File: src/rtl/battleship_pkg.sv
// Shared cell codes, FSM state encoding and board types for the battleship screen.
package battleship_pkg;
    localparam int GRID = 5;

    typedef logic [1:0] cell_t;
    localparam cell_t EMPTY  = 2'd0;
    localparam cell_t SHIP   = 2'd1;
    localparam cell_t MISS   = 2'd2;
    localparam cell_t HIT    = 2'd3;
    localparam int    CURSOR = 6;

    typedef enum logic [3:0] {
        IDLE    = 4'd0,
        P_PLACE = 4'd1,
        C_PLACE = 4'd2,
        P_TURN  = 4'd3,
        P_CHECK = 4'd4,
        C_TURN  = 4'd5,
        C_CHECK = 4'd6,
        WIN     = 4'd7,
        LOSE    = 4'd8
    } game_state_t;

    // Drawer-facing matrix, indexed [x][y].
    typedef int board_t [GRID-1:0][GRID-1:0];
    // Internal storage keeps only the 2-bit cell code per cell.
    typedef cell_t [GRID-1:0][GRID-1:0] cells_t;
endpackage

File: src/rtl/lfsr5.sv
// 5-bit Fibonacci LFSR for x^5+x^3+1; maximal length, never leaves the nonzero states.
module lfsr5 #(
    parameter logic [4:0] SEED = 5'h15
) (
    input  logic       clk,
    input  logic       rst_n,
    input  logic       en,
    output logic [4:0] q
);
    always_ff @(posedge clk or negedge rst_n) begin
        if (!rst_n)  q <= SEED;
        else if (en) q <= {q[3:0], q[4] ^ q[2]};
    end
endmodule

File: src/rtl/battleship_game_ctrl.sv
// Battleship game sequencer: placement, alternating shots, win/lose, and board views
// with cursor overlay for the 5x5 cell drawers.
module battleship_game_ctrl
    import battleship_pkg::*;
#(
    parameter int         N_SHIPS   = 3,
    parameter logic [4:0] LFSR_SEED = 5'h15
) (
    input  logic       clk,
    input  logic       rst_n,
    input  logic       btn_up,
    input  logic       btn_down,
    input  logic       btn_left,
    input  logic       btn_right,
    input  logic       btn_fire,
    input  logic       start,
    output board_t     player_view,
    output board_t     enemy_view,
    output logic [2:0] cursor_x,
    output logic [2:0] cursor_y,
    output logic [3:0] game_state,
    output logic [3:0] player_hits,
    output logic [3:0] cpu_hits
);
    localparam logic [3:0] NS = 4'(N_SHIPS);

    game_state_t state;
    cells_t      pboard, cboard;
    logic [3:0]  place_cnt;
    logic [4:0]  lfsr, idx;
    logic        cand_ok;
    logic [2:0]  cand_x, cand_y, nx, ny;
    cell_t       cur_c, cand_p, cand_c;

    lfsr5 #(.SEED(LFSR_SEED)) u_lfsr (.clk(clk), .rst_n(rst_n), .en(1'b1), .q(lfsr));

    // CPU candidate cell: lfsr-1 spans 0..30, only 0..24 map onto the grid.
    assign idx     = lfsr - 5'd1;
    assign cand_ok = idx < 5'd25;
    assign cand_x  = 3'(idx % 5'd5);
    assign cand_y  = 3'(idx / 5'd5);
    assign cand_p  = pboard[cand_x][cand_y];
    assign cand_c  = cboard[cand_x][cand_y];
    assign cur_c   = cboard[cursor_x][cursor_y];

    assign game_state = state;

    // One saturating move per cycle, priority up > down > left > right.
    always_comb begin
        nx = cursor_x;
        ny = cursor_y;
        if (btn_up) begin
            if (cursor_y != 3'd0) ny = cursor_y - 3'd1;
        end else if (btn_down) begin
            if (cursor_y != 3'd4) ny = cursor_y + 3'd1;
        end else if (btn_left) begin
            if (cursor_x != 3'd0) nx = cursor_x - 3'd1;
        end else if (btn_right) begin
            if (cursor_x != 3'd4) nx = cursor_x + 3'd1;
        end
    end

    always_ff @(posedge clk or negedge rst_n) begin
        if (!rst_n) begin
            state       <= IDLE;
            pboard      <= '0;
            cboard      <= '0;
            cursor_x    <= '0;
            cursor_y    <= '0;
            player_hits <= '0;
            cpu_hits    <= '0;
            place_cnt   <= '0;
        end else begin
            if (state == P_PLACE || state == P_TURN) begin
                cursor_x <= nx;
                cursor_y <= ny;
            end
            case (state)
                IDLE: if (start) begin
                    pboard      <= '0;
                    cboard      <= '0;
                    player_hits <= '0;
                    cpu_hits    <= '0;
                    place_cnt   <= '0;
                    cursor_x    <= '0;
                    cursor_y    <= '0;
                    state       <= P_PLACE;
                end
                // Fire uses the registered (pre-move) cursor.
                P_PLACE: if (btn_fire && pboard[cursor_x][cursor_y] == EMPTY) begin
                    pboard[cursor_x][cursor_y] <= SHIP;
                    place_cnt <= place_cnt + 4'd1;
                    if (place_cnt == NS - 4'd1) begin
                        place_cnt <= '0;
                        state     <= C_PLACE;
                    end
                end
                C_PLACE: if (cand_ok && cand_c == EMPTY) begin
                    cboard[cand_x][cand_y] <= SHIP;
                    place_cnt <= place_cnt + 4'd1;
                    if (place_cnt == NS - 4'd1) begin
                        place_cnt <= '0;
                        cursor_x  <= '0;
                        cursor_y  <= '0;
                        state     <= P_TURN;
                    end
                end
                P_TURN: if (btn_fire) begin
                    if (cur_c == EMPTY) begin
                        cboard[cursor_x][cursor_y] <= MISS;
                        state <= P_CHECK;
                    end else if (cur_c == SHIP) begin
                        cboard[cursor_x][cursor_y] <= HIT;
                        player_hits <= player_hits + 4'd1;
                        state <= P_CHECK;
                    end
                end
                P_CHECK: state <= (player_hits == NS) ? WIN : C_TURN;
                C_TURN: if (cand_ok && (cand_p == EMPTY || cand_p == SHIP)) begin
                    pboard[cand_x][cand_y] <= (cand_p == SHIP) ? HIT : MISS;
                    if (cand_p == SHIP) cpu_hits <= cpu_hits + 4'd1;
                    state <= C_CHECK;
                end
                C_CHECK: state <= (cpu_hits == NS) ? LOSE : P_TURN;
                WIN, LOSE: if (start) state <= IDLE;
                default: state <= IDLE;
            endcase
        end
    end

    always_comb begin
        for (int x = 0; x < GRID; x++) begin
            for (int y = 0; y < GRID; y++) begin
                player_view[x][y] = int'(pboard[x][y]);
                enemy_view[x][y]  = (cboard[x][y] == SHIP) ? int'(EMPTY) : int'(cboard[x][y]);
                if (state == P_PLACE && cursor_x == 3'(x) && cursor_y == 3'(y))
                    player_view[x][y] = CURSOR;
                if (state == P_TURN && cursor_x == 3'(x) && cursor_y == 3'(y))
                    enemy_view[x][y] = CURSOR;
            end
        end
    end
endmodule

File: config.mk
export PLATFORM = sky130hd
export DESIGN_NAME = battleship_game_ctrl
export DESIGN_NICKNAME = d
export VERILOG_FILES = /design/src/rtl/battleship_pkg.sv /design/src/rtl/lfsr5.sv /design/src/rtl/battleship_game_ctrl.sv
export SDC_FILE = /design/constraint.sdc
export NUM_CORES = 1
export LEC_CHECK = 0
export CORE_AREA = 5 5 639 641
export CTS_CLUSTER_DIAMETER = 150
export DETAILED_ROUTE_END_ITERATION = 10
export DIE_AREA = 0 0 644 646
export PLACE_DENSITY = 0.3
export RECOVER_POWER = 100
export SYNTH_ARGS = -nofsm -noshare
export SYNTH_HDL_FRONTEND = slang
export SYNTH_SLANG_ARGS = --single-unit
File: constraint.sdc
create_clock -name clk -period 18.7 [get_ports clk]
set_input_delay 2.805 -clock clk [delete_from_list [all_inputs] [get_ports clk]]
set_output_delay 2.805 -clock clk [all_outputs]
set_load 0.02 [all_outputs]
==> results of run 1 <==
state kept, by name (all words and copies together), names as in the netlist:
name,count
cursor_y,3
cboard,50
cpu_hits,4
place_cnt,4
player_hits,4
pboard,50
cursor_x,3
game_state,4
u_lfsr.q,5
final timing paths:
kind	from	end	slack, ns	cells after the start
worst max-delay path	u_lfsr.q[0]	cpu_hits[2]	5.79	23
worst min-delay path	place_cnt[3]	place_cnt[3]	0.55	2
worst max register to register	u_lfsr.q[0]	cpu_hits[2]	5.79	23
worst min register to register	place_cnt[3]	place_cnt[3]	0.55	2
max in group asynchronous	rst_n	cboard[9]	9.73	2
min in group asynchronous	rst_n	player_hits[0]	3.89	1
cell usage after synthesis, drive strengths merged (13+ instances only):
master | n | share of area, %
nand2b | 26 | 0.73
nand3 | 36 | 0.89
nor2 | 181 | 3.1
o21ai | 149 | 3.4
nor4 | 29 | 0.87
nor2b | 17 | 0.48
nand2 | 130 | 2.2
o41ai | 29 | 1.1
dfrtp | 124 | 14
buf | 1489 | 50
ha | 19 | 1.1
a22oi | 38 | 1.3
nor3 | 53 | 1.2
o31ai | 54 | 1.9
mux2i | 13 | 0.59
a21oi | 116 | 2.6
o221ai | 29 | 1.1
or2 | 36 | 1.0
and3 | 21 | 0.59
inv | 59 | 1.0
o2bb2a | 17 | 0.78
clkbuf | 74 | 1.3
layout make-up:
type | count | share of cell area (%)
timing repair buffer | 222 | 8.116
multi-input combinational | 2641 | 50.11
clock inverter | 6 | 0.5097
sequential | 127 | 12.46
antenna | 5 | 0.04901
inverter | 62 | 0.9116
clock buffer | 24 | 1.926
tap | 5287 | 25.91
per-stage QoR:
stage                     setup slack, ns  area, sq um
after floorplan                     12.55        27620
after global placement              9.720        25010
after detailed placement            9.570        25010
after CTS                           9.543        25630
after global routing                4.388        25520
final                               5.791        25530
layer usage:
| layer | share of wire (%) | up-vias |
|---|---|---|
| li1 | - | 7291 |
| met1 | 34 | 8197 |
| met2 | 54 | 1069 |
| met3 | 8.3 | 134 |
| met4 | 3.7 | 2 |
| met5 | 0.0057 | - |
cells by family after synthesis:
| kind of cell | count (synthesis) | share of synthesized area (%) |
|---|---|---|
| XOR/XNOR | 13 | 0.5133 |
| buffers and inverters | 1625 | 52.35 |
| AO/OA/AOI/OAI | 548 | 17.14 |
| adder cells (fa/ha/maj) | 19 | 1.072 |
| multiplexers | 31 | 1.805 |
| flip-flops | 127 | 14.35 |
| AND/OR/NAND/NOR | 580 | 12.76 |
| other | 1 | 0.01691 |
power by group through the flow:
stage          logic (mW)  clock network, mW  registers, mW
2_1_floorplan        1.03                  0          0.347
3_5_place_dp         1.36                  0          0.352
4_1_cts              1.37              0.386          0.347
3_3_place_gp         1.38                  0          0.353
5_1_grt              1.42              0.396          0.350
6_report             1.33              0.381          0.347
cells in the final DEF (no fill, tap or decap), drive strengths merged, types with 19 or more instances in the layout:
cell type,Yosys,routed
o31ai,54,54
buf,1489,40
nor4,29,29
dlygate4sd3,0,165
clkbuf,74,32
nor2,181,181
o41ai,29,29
o221ai,29,29
o21ai,149,149
inv,59,59
nand2,130,130
nor3,53,53
a22oi,38,38
or2,36,36
nand2b,26,26
ha,19,19
and3,21,21
dfrtp,124,124
a21oi,116,116
conb,1,1450
nand3,36,36
worst register-to-register path: cells and delay by family (launching register included):
family | cells | cell delay [ns]
AO/OA/AOI/OAI | 7 | 4.96
XOR/XNOR | 1 | 0.27
adder cells (fa/ha/maj) | 3 | 1.02
buffers and inverters | 4 | 2.54
flip-flops | 1 | 0.51
AND/OR/NAND/NOR | 8 | 3.44
==> impl_metrics.ini, run 1 <==
[timing]
period_share_pct = 69.03
slew_headroom_pct = -194.5
fin_setup_tns_ns = 0
holdWs_ns = 0.5450
worst_pin_slew_ns = 4.417
drv_slew = 239
final_hold_viol_count = 0
fmax_mhz = 77.46
fin_crit_ns = 12.91
setup_viol = 0
fin_skew_ns = 0.008952
rsz0062_at_grt = false

[setup_path]
startpoint_type = register
critical_path_arrival_ns = 13.24
crit_family = compound AO/OA/AOI/OAI gates
max_stage_delay_ns = 1.80
crit_path_max_fanout = 41
crit_slowest_cell = o21ai_0
endpoint_kind = register
cp.required_ns = 19.03
path_cells = clkbuf_1, inv_1, ha_1, xor2_1, inv_1, ha_1, nor3b_1, o21ai_0, nand3_1, o21ai_0, nand3_1, inv_1, ha_1, nor2b_1, nor4_1, a211oi_1, o21ai_0, a32oi_1, o2111a_1, nor4_1, and4_1, nand3_1, o311ai_0
path_buf_inv = 4
critical_path_class = register to register

[synth]
synthCells = 2944
synth_edf_count = 0
synth-seq-cells = 127
synthFlopType = dfrtp_1
synthArstFlopShare_pct = 100.0
yosysWarnings = 0
synthDistinctLibCells = 100
ys_seq_area_share_pct = 14.35
syn_avg_cell_area_sq_um = 7.534
netlist_area_sq_um = 22180

[global_route]
grtUsageMet1_pct = 5.596
grt_antenna_before_repair = 19
grt_pass1_wl_mm = 152.2
globalRouteMet2Util_pct = 10.34
use_met3_pct = 1.520
first_global_vias = 15010
grt_usage_pct = 5.416
grt_max_degree = 78
grt_remaining_overflow = 0
top_usage_layer = met2

[power_and_ir_drop]
clkPwrFrac_pct = 18.6
power_frac_seq_pct = 16.9
p_per_area_nw_per_um2 = 80.40
power_switching_mw = 1.266
p_sw_share_pct = 61.66
p_comb_share_pct = 64.6
p_int_uw = 786.9
p_leak_nw = 10.85
irDropWorstVdd_mv = 0.08139
finalPower_mw = 2.053

[finish]
utilization_pct = 6.355
fin_cells = 8374
seqCellArea_sq_um = 3182
fillers = 47540
area_growth_pct = 15.10
nets = 3098
multi_input_area_sq_um = 12790
final_layout_size_suffix_gt1_share_pct = 4.835

[clock_tree]
cts_buffer_depth = 2
cts_buffers = 17
path_clk_slew_ns = 0.06
cts_resized = 0
htree_num_levels = 4
cts_tree = yes
holdBufCountCts = 0
clk_latency_ns = 0.49
postCtsSetupBuffers = 0
cts.sinks = 127
cts_root_buf = clkbuf_16

[floorplan]
core_area_sq_um = 401700
chipHeight_um = 646
rows = 233
die-area_sq_um = 416000
dieWidth_um = 644
ioPinCount = 1626
initial_core_util_pct = 5.521

[route]
drt_iter0_markers = 1104
drc = 0
routed_wirelength_mm = 123.9
firstDrtPassIters = 6
wl_per_cell_um = 14.79
postRouteAntennaNets = 0
avgViaCountPerCell = 1.993
vias = 16690

[outcome]
status = complete, but fails checks
violations = capacitance limit, slew limit

[place]
gp_congestion = 0.8155
port_buffers = 175
place_inst = 8339
hpwl_mm = 106.6

[min_path]
hp-class = register to register

[job]
cap_violations = 8
No activity file was read; power rests on OpenSTA's default activity.
==> inputs of run 2 (changes only) <==
Settings changed: CORE_AREA 5 5 639 641 to 5 5 627 629, DIE_AREA 0 0 644 646 to 0 0 632 634.
Clock period 18.7 ns to 11.7 ns, I/O delays scaled along.
==> impl_metrics.ini, run 2 (synthesis results as in run 1) <==
[outcome]
violations = capacitance limit, slew limit
status = complete, but fails checks

[floorplan]
rows = 229
initial_core_util_pct = 5.726
chipHeight_um = 634
ioPinCount = 1626
core_area_sq_um = 387400
die-area_sq_um = 400700
dieWidth_um = 632

[route]
met2_length_mm = 72.19
wl_per_cell_um = 15.96
avgViaCountPerCell = 2.042
vias = 16900
routed_wirelength_mm = 132.1
drt_iter0_markers = 1391
postRouteAntennaNets = 0
topRoutingLayerUsed = met5
wl_met3_mm = 10.45
firstDrtPassIters = 5
drc = 0
wl_met1_mm = 46.91

[setup_path]
endpoint_kind = register
max_stage_delay_ns = 1.38
path_buf_inv = 5
critical_path_arrival_ns = 10.56
crit_family = compound AO/OA/AOI/OAI gates
crit_path_max_fanout = 41
critical_path_class = register to register
crit_slowest_cell = o32ai_1
startpoint_type = register
cp.required_ns = 12.09

[power_and_ir_drop]
irDropWorstVdd_mv = 0.1317
p_leak_nw = 10.85
p_per_area_nw_per_um2 = 131.9

[timing]
final_hold_viol_count = 0
setup_viol = 0
rsz0062_at_grt = false
fmax_mhz = 98.33
period_share_pct = 86.92
drv_slew = 282
worst_pin_slew_ns = 3.690
fin_crit_ns = 10.17
fin_setup_tns_ns = 0
slew_headroom_pct = -146.0
fin_skew_ns = 0.01774

[finish]
nets = 3091
final_area_sq_um = 25420
layout_common_cells = 1450 x conb_1, 178 x nor2_1, 167 x dlygate4sd3_1, 139 x o21ai_0, 129 x nand2_1
fillers = 45940
final_layout_size_suffix_gt1_share_pct = 4.875
final_common_cell = conb_1
reg_top3 = cboard: 50 flops, pboard: 50 flops, u_lfsr.q: 5 flops
area_growth_pct = 14.61

[clock_tree]
cts.sinks = 127
htree_num_levels = 4
cts_buffers = 17
cts_tree = yes
cts_root_buf = clkbuf_16
path_clk_slew_ns = 0.07
postCtsSetupBuffers = 0
holdBufCountCts = 0
cts_buffer_depth = 2
cts_resized = 0
clk_latency_ns = 0.51

[global_route]
first_global_vias = 14540
grt_usage_pct = 5.987
grt_remaining_overflow = 0
grt_antenna_before_repair = 10
grt_pass1_wl_mm = 158.7
grt_max_degree = 70

[min_path]
hp-class = register to register

[place]
placed_area_sq_um = 24840
gp_congestion = 0.8373
port_buffers = 175
hpwl_mm = 112.8

[job]
cap_violations = 8
[run 2: changes by cell type in the layout (fill, tap and decap cells not counted), sizes merged, moves of 3 or more]
cell,before,now
clkbuf,32,27
clkinv,5,8
diode,5,2
buf,40,33
[run 2: through the flow]
stage	total power [mW]	utilization (%)	hold WS [ns]	setup WS (ns)	cells
3_5_place_dp	2.746	6.412	0.5179	2.758	8242
5_1_grt	3.530	6.562	0.5608	1.045	8275
6_report	3.353	6.562	0.5364	1.530	8276
3_3_place_gp	2.773	6.412	0.5340	2.896	8242
4_1_cts	3.413	6.583	0.5280	2.758	8274
2_1_floorplan	2.203	-	0.3863	5.550	4393
[run 2: path summary, 6_finish.rpt]
check	depth (start not counted)	to	slack (ns)	from
max	25	pboard[14]	1.53	u_lfsr.q[0]
max reg2reg	25	pboard[14]	1.53	u_lfsr.q[0]
min	0	u_lfsr.q[2]	0.54	u_lfsr.q[1]
min reg2reg	0	u_lfsr.q[2]	0.54	u_lfsr.q[1]
max in group asynchronous	2	cboard[4]	5.95	rst_n
min in group asynchronous	1	cursor_y[0]	1.56	rst_n
[run 2: routing by layer]
metal  GRT usage, %  up-vias
li1               -     7287
met1          6.735     8450
met2          11.36     1090
met3          1.341       68
met4          1.353        4
met5              0        -
[run 2: area by class of cell]
cell class	count	area (sq um)	area share [%]
Multi-Input combinational cell	2641	12820	50.42
Tap cell	5197	6502	25.58
Sequential cell	127	3182	12.52
Timing Repair Buffer	215	2019	7.944
Clock buffer	19	452.9	1.782
Inverter	62	232.7	0.9155
Clock inverter	13	210.2	0.8269
Antenna cell	2	5.005	0.01969
[run 2: power by group]
| part | leakage, nW | internal [mW] | switching (mW) |
|---|---|---|---|
| logic | 8.78 | 0.392 | 1.75 |
| registers | 1.74 | 0.485 | 0.0736 |
| clock network | 0.320 | 0.389 | 0.261 |
==> inputs of run 3 (changes only) <==
Settings changed: PLACE_DENSITY 0.3 to default.
==> impl_metrics.ini, run 3 (synthesis results as in run 1) <==
[timing]
rsz0062_at_grt = false
fin_skew_ns = 0.01418
holdWs_ns = 0.5486
fin_setup_tns_ns = 0
fin_ws_ns = 1.156
fin_crit_ns = 10.54
fmax_mhz = 94.84
drv_slew = 167
slew_headroom_pct = -177.8
period_share_pct = 90.12
worst_pin_slew_ns = 4.167
final_hold_viol_count = 0
setup_viol = 0

[route]
postRouteAntennaNets = 0
drt_iter0_markers = 1858
wl_per_cell_um = 14.37
avgViaCountPerCell = 2.099
routed_wirelength_mm = 118.9
firstDrtPassIters = 7
drc = 0
vias = 17360

[power_and_ir_drop]
irDropWorstVdd_mv = 0.1233
clkPwrFrac_pct = 17.7
power_switching_mw = 1.985
p_per_area_nw_per_um2 = 125.7
p_int_mw = 1.194
p_sw_share_pct = 62.45
power_frac_seq_pct = 17.7
p_leak_nw = 10.75
p_comb_share_pct = 64.6

[global_route]
grt_pass1_wl_mm = 142.9
grt_max_degree = 73
grt_usage_pct = 5.302
grt_antenna_before_repair = 27
first_global_vias = 14200
grt_remaining_overflow = 0

[place]
hpwl_mm = 102.5
placed_area_sq_um = 24760
pre_cts_ws_ns = 2.210
port_buffers = 175
gp_congestion = 0.9069

[setup_path]
path_cells = inv_1, ha_1, xor2_1, inv_1, ha_1, nor3b_1, o21ai_0, nand3_1, o21ai_1, nand3_1, inv_1, ha_1, nor2b_1, nor4_1, a211oi_1, o21ai_2, buf_4, nand2_1, o32ai_1, o21ai_1, and4b_1, o31ai_4, or2_1, o221a_2
critical_path_class = register to register
r2r_slack_ns = 1.16
crit_slowest_cell = o32ai_1
startpoint_type = register
crit_path_max_fanout = 41
max_stage_delay_ns = 1.39
endpoint_kind = register
cp.required_ns = 12.09
critical_path_arrival_ns = 10.93

[min_path]
hp-class = register to register

[clock_tree]
cts_root_buf = clkbuf_16
postCtsSetupBuffers = 0
cts.sinks = 127
cts_resized = 0
htree_num_levels = 4
path_clk_slew_ns = 0.07
cts_buffers = 17
holdBufCountCts = 0
clk_latency_ns = 0.46
cts_buffer_depth = 2
cts_tree = yes

[floorplan]
chipHeight_um = 634
rows = 229
dieWidth_um = 632
ioPinCount = 1626
initial_core_util_pct = 5.726
die-area_sq_um = 400700
core_area_sq_um = 387400

[job]
cap_violations = 5

[outcome]
status = complete, but fails checks
violations = capacitance limit, slew limit

[finish]
final_layout_size_suffix_gt1_share_pct = 4.470
layout_common_cells = 1450 x conb_1, 178 x nor2_1, 166 x dlygate4sd3_1, 138 x o21ai_0, 129 x nand2_1
area_growth_pct = 14.02
reg_top3 = cboard: 50 flops, pboard: 50 flops, u_lfsr.q: 5 flops
nets = 3081
fillers = 45990
final_common_cell = conb_1
final_area_sq_um = 25290
-- run 3: layout make-up --
| class | instances | area [sq um] | area share, % |
|---|---|---|---|
| tap | 5197 | 6502 | 25.71 |
| multi-input combinational | 2641 | 12810 | 50.65 |
| clock buffer | 18 | 429.2 | 1.697 |
| antenna | 11 | 27.53 | 0.1088 |
| sequential | 127 | 3182 | 12.58 |
| clock inverter | 12 | 162.7 | 0.6432 |
| timing repair buffer | 205 | 1944 | 7.688 |
| inverter | 62 | 232.7 | 0.9202 |
-- run 3: worst max-delay path: cells and delay by family, from the launching register on --
family,cells,cell delay (ns)
compound gates,8,4.10
simple gates,8,2.96
buf+inv,4,1.12
flops,1,1.07
fa+ha+maj,3,0.92
xor+xnor,1,0.30
-- run 3: power groups by stage --
stage          logic, mW  clock network, mW  registers, mW
3_5_place_dp        2.05                  0          0.568
2_1_floorplan       1.65                  0          0.555
3_3_place_gp        2.05                  0          0.567
6_report            2.05              0.564          0.562
5_1_grt             2.19              0.584          0.569
4_1_cts             2.06              0.564          0.561
-- run 3: path summary, 6_finish.rpt --
path,startpoint,to,cells past startpoint
setup / recovery,u_lfsr.q[0],cboard[45],24
hold / removal,cpu_hits[0],cpu_hits[0],1
setup reg to reg,u_lfsr.q[0],cboard[45],24
hold reg to reg,cpu_hits[0],cpu_hits[0],1
max in group asynchronous,rst_n,pboard[29],2
min in group asynchronous,rst_n,player_hits[1],1
-- run 3: per-layer routing --
| metal | vias to the layer above | GRT usage [%] | wire [um] |
|---|---|---|---|
| met5 | - | 0 | 13 |
| met4 | 2 | 1.146 | 2891 |
| met3 | 172 | 2.252 | 15410 |
| met2 | 1498 | 9.448 | 60940 |
| met1 | 8410 | 5.825 | 39630 |
| li1 | 7280 | - | - |
-- run 3: metrics by stage --
stage | cells | total power [mW] | utilization, %
finish | 8273 | 3.179 | 6.528
global route | 8263 | 3.344 | 6.522
CTS | 8262 | 3.185 | 6.545
detailed placement | 8232 | 2.623 | 6.392
global placement | 8232 | 2.614 | 6.392
floorplan | 4393 | 2.203 | -
